## config.mk

```make
export PLATFORM = sky130hd
export DESIGN_NAME = mem_port_arbiter_flat
export DESIGN_NICKNAME = d
export VERILOG_FILES = /design/src/rtl/mem_port_arbiter_if.sv /design/src/rtl/mem_port_arbiter.sv /design/src/flat_wrapper.sv
export SDC_FILE = /design/constraint.sdc
export NUM_CORES = 1
export LEC_CHECK = 0
export CORE_ASPECT_RATIO = 0.9
export CORE_MARGIN = 10
export CORE_UTILIZATION = 37
export CTS_CLUSTER_SIZE = 25
export DETAILED_ROUTE_END_ITERATION = 6
export PLACE_DENSITY_LB_ADDON = 0.2
export SLEW_MARGIN = 30
export SYNTH_ARGS = -nofsm -noshare
export SYNTH_HDL_FRONTEND = slang
export SYNTH_SLANG_ARGS = --single-unit
export TNS_END_PERCENT = 50
```

## constraint.sdc

```tcl
create_clock -name clk -period 3.1 [get_ports clk]
set_input_delay 0.62 -clock clk [delete_from_list [all_inputs] [get_ports clk]]
set_output_delay 0.62 -clock clk [all_outputs]
set_load 0.02 [all_outputs]
```

## src/rtl/mem_port_arbiter_if.sv

```systemverilog
// Shared memory port bundle: IF and data requester handshakes plus the muxed memory bus.
// The master modport is the requester/memory side; the slave modport is the arbiter.
interface mem_port_arbiter_if #(
  parameter int ADDR_W = 32,
  parameter int DATA_W = 32
);
  logic              if_req;
  logic [ADDR_W-1:0] if_addr;
  logic [DATA_W-1:0] if_rdata;
  logic              if_ready;

  logic              dm_req;
  logic              dm_we;
  logic [ADDR_W-1:0] dm_addr;
  logic [DATA_W-1:0] dm_wdata;
  logic [DATA_W-1:0] dm_rdata;
  logic              dm_ready;

  logic              bus_sel;
  logic              bus_en;
  logic              bus_we;
  logic [ADDR_W-1:0] bus_addr;
  logic [DATA_W-1:0] bus_wdata;
  logic [DATA_W-1:0] bus_rdata;

  modport master (
    output if_req, if_addr, dm_req, dm_we, dm_addr, dm_wdata, bus_rdata,
    input  if_rdata, if_ready, dm_rdata, dm_ready,
    input  bus_sel, bus_en, bus_we, bus_addr, bus_wdata
  );

  modport slave (
    input  if_req, if_addr, dm_req, dm_we, dm_addr, dm_wdata, bus_rdata,
    output if_rdata, if_ready, dm_rdata, dm_ready,
    output bus_sel, bus_en, bus_we, bus_addr, bus_wdata
  );
endinterface

```

## src/rtl/mem_port_arbiter.sv

```systemverilog
// Single-port memory sequencer: alternating IF/data arbitration on contention, a
// WAIT_CYCLES-long access timed by a 4-bit down counter, then a one-cycle ready pulse.
module mem_port_arbiter #(
  parameter int ADDR_W      = 32,
  parameter int DATA_W      = 32,
  parameter int WAIT_CYCLES = 3    // legal range 1..15
) (
  input  logic                clk,
  input  logic                rst,
  mem_port_arbiter_if.slave   mp
);

  typedef enum logic [1:0] {IDLE, ACCESS, DONE} state_e;

  localparam logic [3:0] CNT_LOAD = 4'(WAIT_CYCLES - 1);

  state_e            state_q, state_d;
  logic              bus_sel_q, bus_sel_d;
  logic              bus_en_q, bus_en_d;
  logic              bus_we_q, bus_we_d;
  logic              if_ready_q, if_ready_d;
  logic              dm_ready_q, dm_ready_d;
  logic [DATA_W-1:0] if_rdata_q, if_rdata_d;
  logic [DATA_W-1:0] dm_rdata_q, dm_rdata_d;
  logic [3:0]        cnt_q, cnt_d;
  logic              last_grant_q, last_grant_d;   // 0 = IF won last, 1 = data won last
  logic              grant_dm;

  // On contention the requester that did not win last time gets the port.
  assign grant_dm = (mp.if_req && mp.dm_req) ? ~last_grant_q : mp.dm_req;

  // NOTE: every variable gets a default before the case so no path leaves it
  // unassigned; otherwise synthesis infers a latch to hold the old value.
  always_comb begin
    state_d      = state_q;
    bus_sel_d    = bus_sel_q;
    bus_en_d     = bus_en_q;
    bus_we_d     = bus_we_q;
    if_ready_d   = 1'b0;
    dm_ready_d   = 1'b0;
    if_rdata_d   = if_rdata_q;
    dm_rdata_d   = dm_rdata_q;
    cnt_d        = cnt_q;
    last_grant_d = last_grant_q;

    case (state_q)
      IDLE: begin
        if (mp.if_req || mp.dm_req) begin
          state_d      = ACCESS;
          bus_sel_d    = grant_dm;
          last_grant_d = grant_dm;
          bus_en_d     = 1'b1;
          bus_we_d     = grant_dm & mp.dm_we;
          cnt_d        = CNT_LOAD;
        end
      end
      ACCESS: begin
        if (cnt_q == 4'd0) begin
          state_d    = DONE;
          bus_en_d   = 1'b0;
          bus_we_d   = 1'b0;
          if_ready_d = ~bus_sel_q;
          dm_ready_d = bus_sel_q;
          // Writes leave dm_rdata untouched; the other requester's word is held.
          if (!bus_sel_q)     if_rdata_d = mp.bus_rdata;
          else if (!bus_we_q) dm_rdata_d = mp.bus_rdata;
        end else begin
          cnt_d = cnt_q - 4'd1;
        end
      end
      DONE:    state_d = IDLE;
      default: state_d = IDLE;
    endcase
  end

  // NOTE: sequential state uses non-blocking assignments so every register
  // samples the pre-edge values and the update order inside the block is irrelevant.
  always_ff @(posedge clk) begin
    if (rst) begin
      state_q      <= IDLE;
      bus_sel_q    <= 1'b0;
      bus_en_q     <= 1'b0;
      bus_we_q     <= 1'b0;
      if_ready_q   <= 1'b0;
      dm_ready_q   <= 1'b0;
      if_rdata_q   <= '0;
      dm_rdata_q   <= '0;
      cnt_q        <= 4'd0;
      last_grant_q <= 1'b0;
    end else begin
      state_q      <= state_d;
      bus_sel_q    <= bus_sel_d;
      bus_en_q     <= bus_en_d;
      bus_we_q     <= bus_we_d;
      if_ready_q   <= if_ready_d;
      dm_ready_q   <= dm_ready_d;
      if_rdata_q   <= if_rdata_d;
      dm_rdata_q   <= dm_rdata_d;
      cnt_q        <= cnt_d;
      last_grant_q <= last_grant_d;
    end
  end

  assign mp.bus_sel   = bus_sel_q;
  assign mp.bus_en    = bus_en_q;
  assign mp.bus_we    = bus_we_q;
  assign mp.if_ready  = if_ready_q;
  assign mp.dm_ready  = dm_ready_q;
  assign mp.if_rdata  = if_rdata_q;
  assign mp.dm_rdata  = dm_rdata_q;
  assign mp.bus_addr  = bus_sel_q ? mp.dm_addr : mp.if_addr;
  assign mp.bus_wdata = bus_sel_q ? mp.dm_wdata : '0;

endmodule

```

## src/flat_wrapper.sv

```systemverilog
// flat-port wrapper written by rule: the top's interface ports become plain ports
module mem_port_arbiter_flat 
#(
  parameter int ADDR_W      = 32,
  parameter int DATA_W      = 32,
  parameter int WAIT_CYCLES = 3                        
)
  (clk, rst, mp_if_req, mp_if_addr, mp_dm_req, mp_dm_we, mp_dm_addr, mp_dm_wdata, mp_bus_rdata, mp_if_rdata, mp_if_ready, mp_dm_rdata, mp_dm_ready, mp_bus_sel, mp_bus_en, mp_bus_we, mp_bus_addr, mp_bus_wdata);
  mem_port_arbiter_if #(.ADDR_W(ADDR_W), .DATA_W(DATA_W)) mp_i ();
  input  logic clk;
  input  logic rst;
  input wire logic [$bits(mp_i.if_req)-1:0] mp_if_req;
  input wire logic [$bits(mp_i.if_addr)-1:0] mp_if_addr;
  input wire logic [$bits(mp_i.dm_req)-1:0] mp_dm_req;
  input wire logic [$bits(mp_i.dm_we)-1:0] mp_dm_we;
  input wire logic [$bits(mp_i.dm_addr)-1:0] mp_dm_addr;
  input wire logic [$bits(mp_i.dm_wdata)-1:0] mp_dm_wdata;
  input wire logic [$bits(mp_i.bus_rdata)-1:0] mp_bus_rdata;
  output wire logic [$bits(mp_i.if_rdata)-1:0] mp_if_rdata;
  output wire logic [$bits(mp_i.if_ready)-1:0] mp_if_ready;
  output wire logic [$bits(mp_i.dm_rdata)-1:0] mp_dm_rdata;
  output wire logic [$bits(mp_i.dm_ready)-1:0] mp_dm_ready;
  output wire logic [$bits(mp_i.bus_sel)-1:0] mp_bus_sel;
  output wire logic [$bits(mp_i.bus_en)-1:0] mp_bus_en;
  output wire logic [$bits(mp_i.bus_we)-1:0] mp_bus_we;
  output wire logic [$bits(mp_i.bus_addr)-1:0] mp_bus_addr;
  output wire logic [$bits(mp_i.bus_wdata)-1:0] mp_bus_wdata;
  assign mp_i.if_req = mp_if_req;
  assign mp_i.if_addr = mp_if_addr;
  assign mp_i.dm_req = mp_dm_req;
  assign mp_i.dm_we = mp_dm_we;
  assign mp_i.dm_addr = mp_dm_addr;
  assign mp_i.dm_wdata = mp_dm_wdata;
  assign mp_i.bus_rdata = mp_bus_rdata;
  assign mp_if_rdata = mp_i.if_rdata;
  assign mp_if_ready = mp_i.if_ready;
  assign mp_dm_rdata = mp_i.dm_rdata;
  assign mp_dm_ready = mp_i.dm_ready;
  assign mp_bus_sel = mp_i.bus_sel;
  assign mp_bus_en = mp_i.bus_en;
  assign mp_bus_we = mp_i.bus_we;
  assign mp_bus_addr = mp_i.bus_addr;
  assign mp_bus_wdata = mp_i.bus_wdata;
  mem_port_arbiter #(.ADDR_W(ADDR_W), .DATA_W(DATA_W), .WAIT_CYCLES(WAIT_CYCLES)) u_core (.clk(clk), .rst(rst), .mp(mp_i));
endmodule
```

==> summary.txt <==
Run status
  – Status: complete, no violations

Min path
  – Hold Crit Endpoint: u_core.mp.dm_rdata[18]
  – Hold Startpoint: u_core.mp.dm_rdata[18]
  – Hold depth: 2
  – Worst hold path type: reg2reg

Final layout
  – Area of the multi-input gates: 1872 sq um
  – Reg area: 1503 sq um
  – # fillers: 715
  – Layout Cells excl Fill: 791
  – Final net count: 795
  – Share of cells above drive strength 1: 9.624%
  – Syn-to-layout area delta: 84.31%

Synthesis
  – Synth Warn #: 0
  – Yosys top cell area share: 42.42%
  – EDFF count, synth: 0
  – Seq/Total Area, Yosys: 42.42%
  – Mean Syn Cell Area: 8.654 sq um
  – Unique masters post-synth: 30
  – Number of synthesized register bits: 75
  – Main area contributors after synthesis: dfxtp_1 42%, mux2_2 10%, mux2i_1 9.0%, nand2_1 7.1%, and2_1 5.7%
  – Post-Syn Nets: 544
  – Area of the mapped netlist: 3540 sq um
  – Largest area contributor in the netlist: dfxtp_1
  – Syn Inst Count: 409
  – FFs w/ async S/R, synth: 0%
  – Ys flop type: dfxtp_1

GRT
  – Vias in the first global route: 4140
  – Grt ovf: 0
  – First-pass GRT wire length: 23.96 mm
  – Largest net degree at the start of global routing: 39
  – GRT Util Overall: 22.23%
  – Initial antenna violation count: 4

Place
  – Post-DP HPWL: 13.19 mm
  – GP Congestion: 0.8641
  – Placed cells: 771
  – PortBufs: 265

Critical path
  – FF-to-FF End: u_core.mp.dm_rdata[17]
  – R2R Setup Slk: 0.99 ns
  – CP Capture Type: output port
  – Critical Path Fanout Max: 31
  – Length in cells of the worst reg-to-reg path: 6
  – WP data arrival: 2.17 ns
  – Buf/Inv on CP: 2
  – Req. time, crit path: 2.48 ns
  – Slowest Stage Delay on Critical Path: 0.56 ns
  – Startpoint types: flop
  – Crit-path cells: buf_4 > mux2_2 > clkdlybuf4s50_1
  – Worst reg2reg path startpoint: u_core.cnt_q[1]
  – Crit path max-delay family: buffers and inverters
  – CP max stage cell: clkdlybuf4s50_1
  – Worst Path Class, Setup: reg2out

Routing
  – Final ANT Viol Nets: 0
  – DR WL/cell: 20.57 um
  – Vias: 3922
  – DRC violations left: 0
  – Number of DRC markers in iteration 0: 423
  – Vias/cell: 4.958
  – Total Wirelength: 16.27 mm
  – Pre-antenna DRT Iters: 4

Clock network
  – Clk pin slew, worst setup/hold paths: 0.08 ns
  – Worst-Skew Late Latency: 0.35 ns
  – Clock sink count: 75
  – CTS root buffer: clkbuf_8
  – # hold bufs at CTS: 0
  – CTS tree: done
  – Post-cts repair resize count: 0
  – H-tree depth: 3
  – Clock Tree Buf Depth: 2
  – Number of CTS-inserted buffers: 9
  – Setup Buffers After CTS: 0

Timing
  – Final worst path period need: 2.791 ns
  – Max-slew violations: 0
  – Final setup fails: 0
  – Rel. slew slack: 55.40%
  – Fmax: 0.3583 GHz
  – Hold_ws: 0.4637 ns
  – Worst-margin pin slew: 0.6690 ns
  – Skew final: 0.01382 ns
  – Setup_tns: 0 ns
  – Final hold vios: 0
  – Period utilisation layout: 90.03%
  – RSZ-0062 raised after global routing: false

Power and ir drop
  – Leak: 2.331 nW
  – Peak supply drop: 0.0002740 V
  – Final Power: 2.926 mW
  – Power Density: 448.5 nW/um^2

Floorplan
  – Die area: 13880 sq um
  – Area of the core: 9208 sq um
  – Chip height: 112.8 um
  – Row count: 33
  – I/O pin count: 266
  – Initial Utilization: 38.44%
  – Die width: 123.1 um

Job
  – Max-Cap Viols: 0
-- registers in the layout, indices dropped and copies added (netlist names) --
name	cells
u_core.mp.dm_rdata	32
u_core.mp.if_rdata	32
u_core.cnt_q	4
u_core.state_q	2
u_core.mp.bus_en	1
u_core.mp.bus_sel	1
u_core.mp.bus_we	1
u_core.mp.dm_ready	1
u_core.mp.if_ready	1
-- metal layers --
layer	wire length (um)	GRT usage, %	vias to the layer above
met5	0	0	-
met4	314	7.680	0
met3	1818	9.940	17
met2	8553	39.89	171
met1	5587	22.23	1822
li1	-	-	1912
-- power by group --
group          total, mW  switching (mW)  internal (mW)
Sequential          1.06          0.0386           1.02
Combinational       1.00           0.501          0.499
Clock              0.868           0.382          0.485
-- synthesized netlist by cell type (2+ instances only) --
cell,instances
a21oi_1,37
and2_1,32
buf_1,5
buf_6,4
clkbuf_1,25
dfxtp_1,75
ha_1,2
inv_1,5
mux2_2,32
mux2i_1,32
nand2_1,67
nand3_1,33
nor2_1,3
nor3_1,2
nor3b_1,2
o21ai_0,29
o21ai_1,9
or3b_1,2
or4_1,2
-- worst max-delay path by stage --
stage,from,to,cells after the start
after floorplan,u_core.mp.bus_sel,mp_bus_addr[10],3
after global placement,mp_if_addr[4],mp_bus_addr[4],3
after detailed placement,mp_if_addr[4],mp_bus_addr[4],3
after CTS,u_core.mp.bus_sel,mp_bus_addr[20],3
after global routing,u_core.mp.bus_sel,mp_bus_addr[26],3
final,u_core.mp.bus_sel,mp_bus_addr[18],3
-- cell families (layout without fill, tap and decap cells) --
| kind of cell | after synthesis | count (layout) | synth area share, % |
|---|---|---|---|
| mux | 64 | 64 | 19.23 |
| fa+ha+maj | 2 | 2 | 0.7069 |
| flops | 75 | 75 | 42.42 |
| compound gates | 79 | 79 | 11.56 |
| simple gates | 150 | 150 | 21.10 |
| other cells | 0 | 4 | 0 |
| buf+inv | 39 | 295 | 4.984 |
-- tightest hold or removal path: stages, from the launching register on --
cell and delay, ns:
dfxtp_1 0.31, nand2_1 0.05, mux2i_1 0.05
-- layout make-up --
| cell class | count | share of cell area (%) |
|---|---|---|
| timing repair buffer | 274 | 41.89 |
| multi-input combinational | 295 | 28.69 |
| sequential | 75 | 23.03 |
| tap | 122 | 2.340 |
| clock buffer | 10 | 2.110 |
| clock inverter | 6 | 1.496 |
| inverter | 5 | 0.2877 |
| antenna | 4 | 0.1534 |
-- metrics by stage --
step                      cell area, sq um  utilization (%)  setup WS (ns)
after floorplan                       3540                -         0.8586
after global placement                6279            68.19         0.5516
after detailed placement              6279            68.19         0.5646
after CTS                             6514            70.74         0.2927
after global routing                  6524            70.85         0.2063
final                                 6524            70.85         0.3091
-- layout by cell type, fill, tap and decap left out, drive strengths merged, types with 3 or more instances in the layout --
cell type / instances
clkbuf: 10
mux2: 32
clkdlybuf4s50: 265
dfxtp: 75
diode: 4
clkinv: 3
nand3: 33
and2: 32
nand2: 67
o21ai: 38
mux2i: 32
nor2: 3
buf: 9
inv: 6
a21oi: 37
Note: power is estimated with default switching activity, not from simulation.
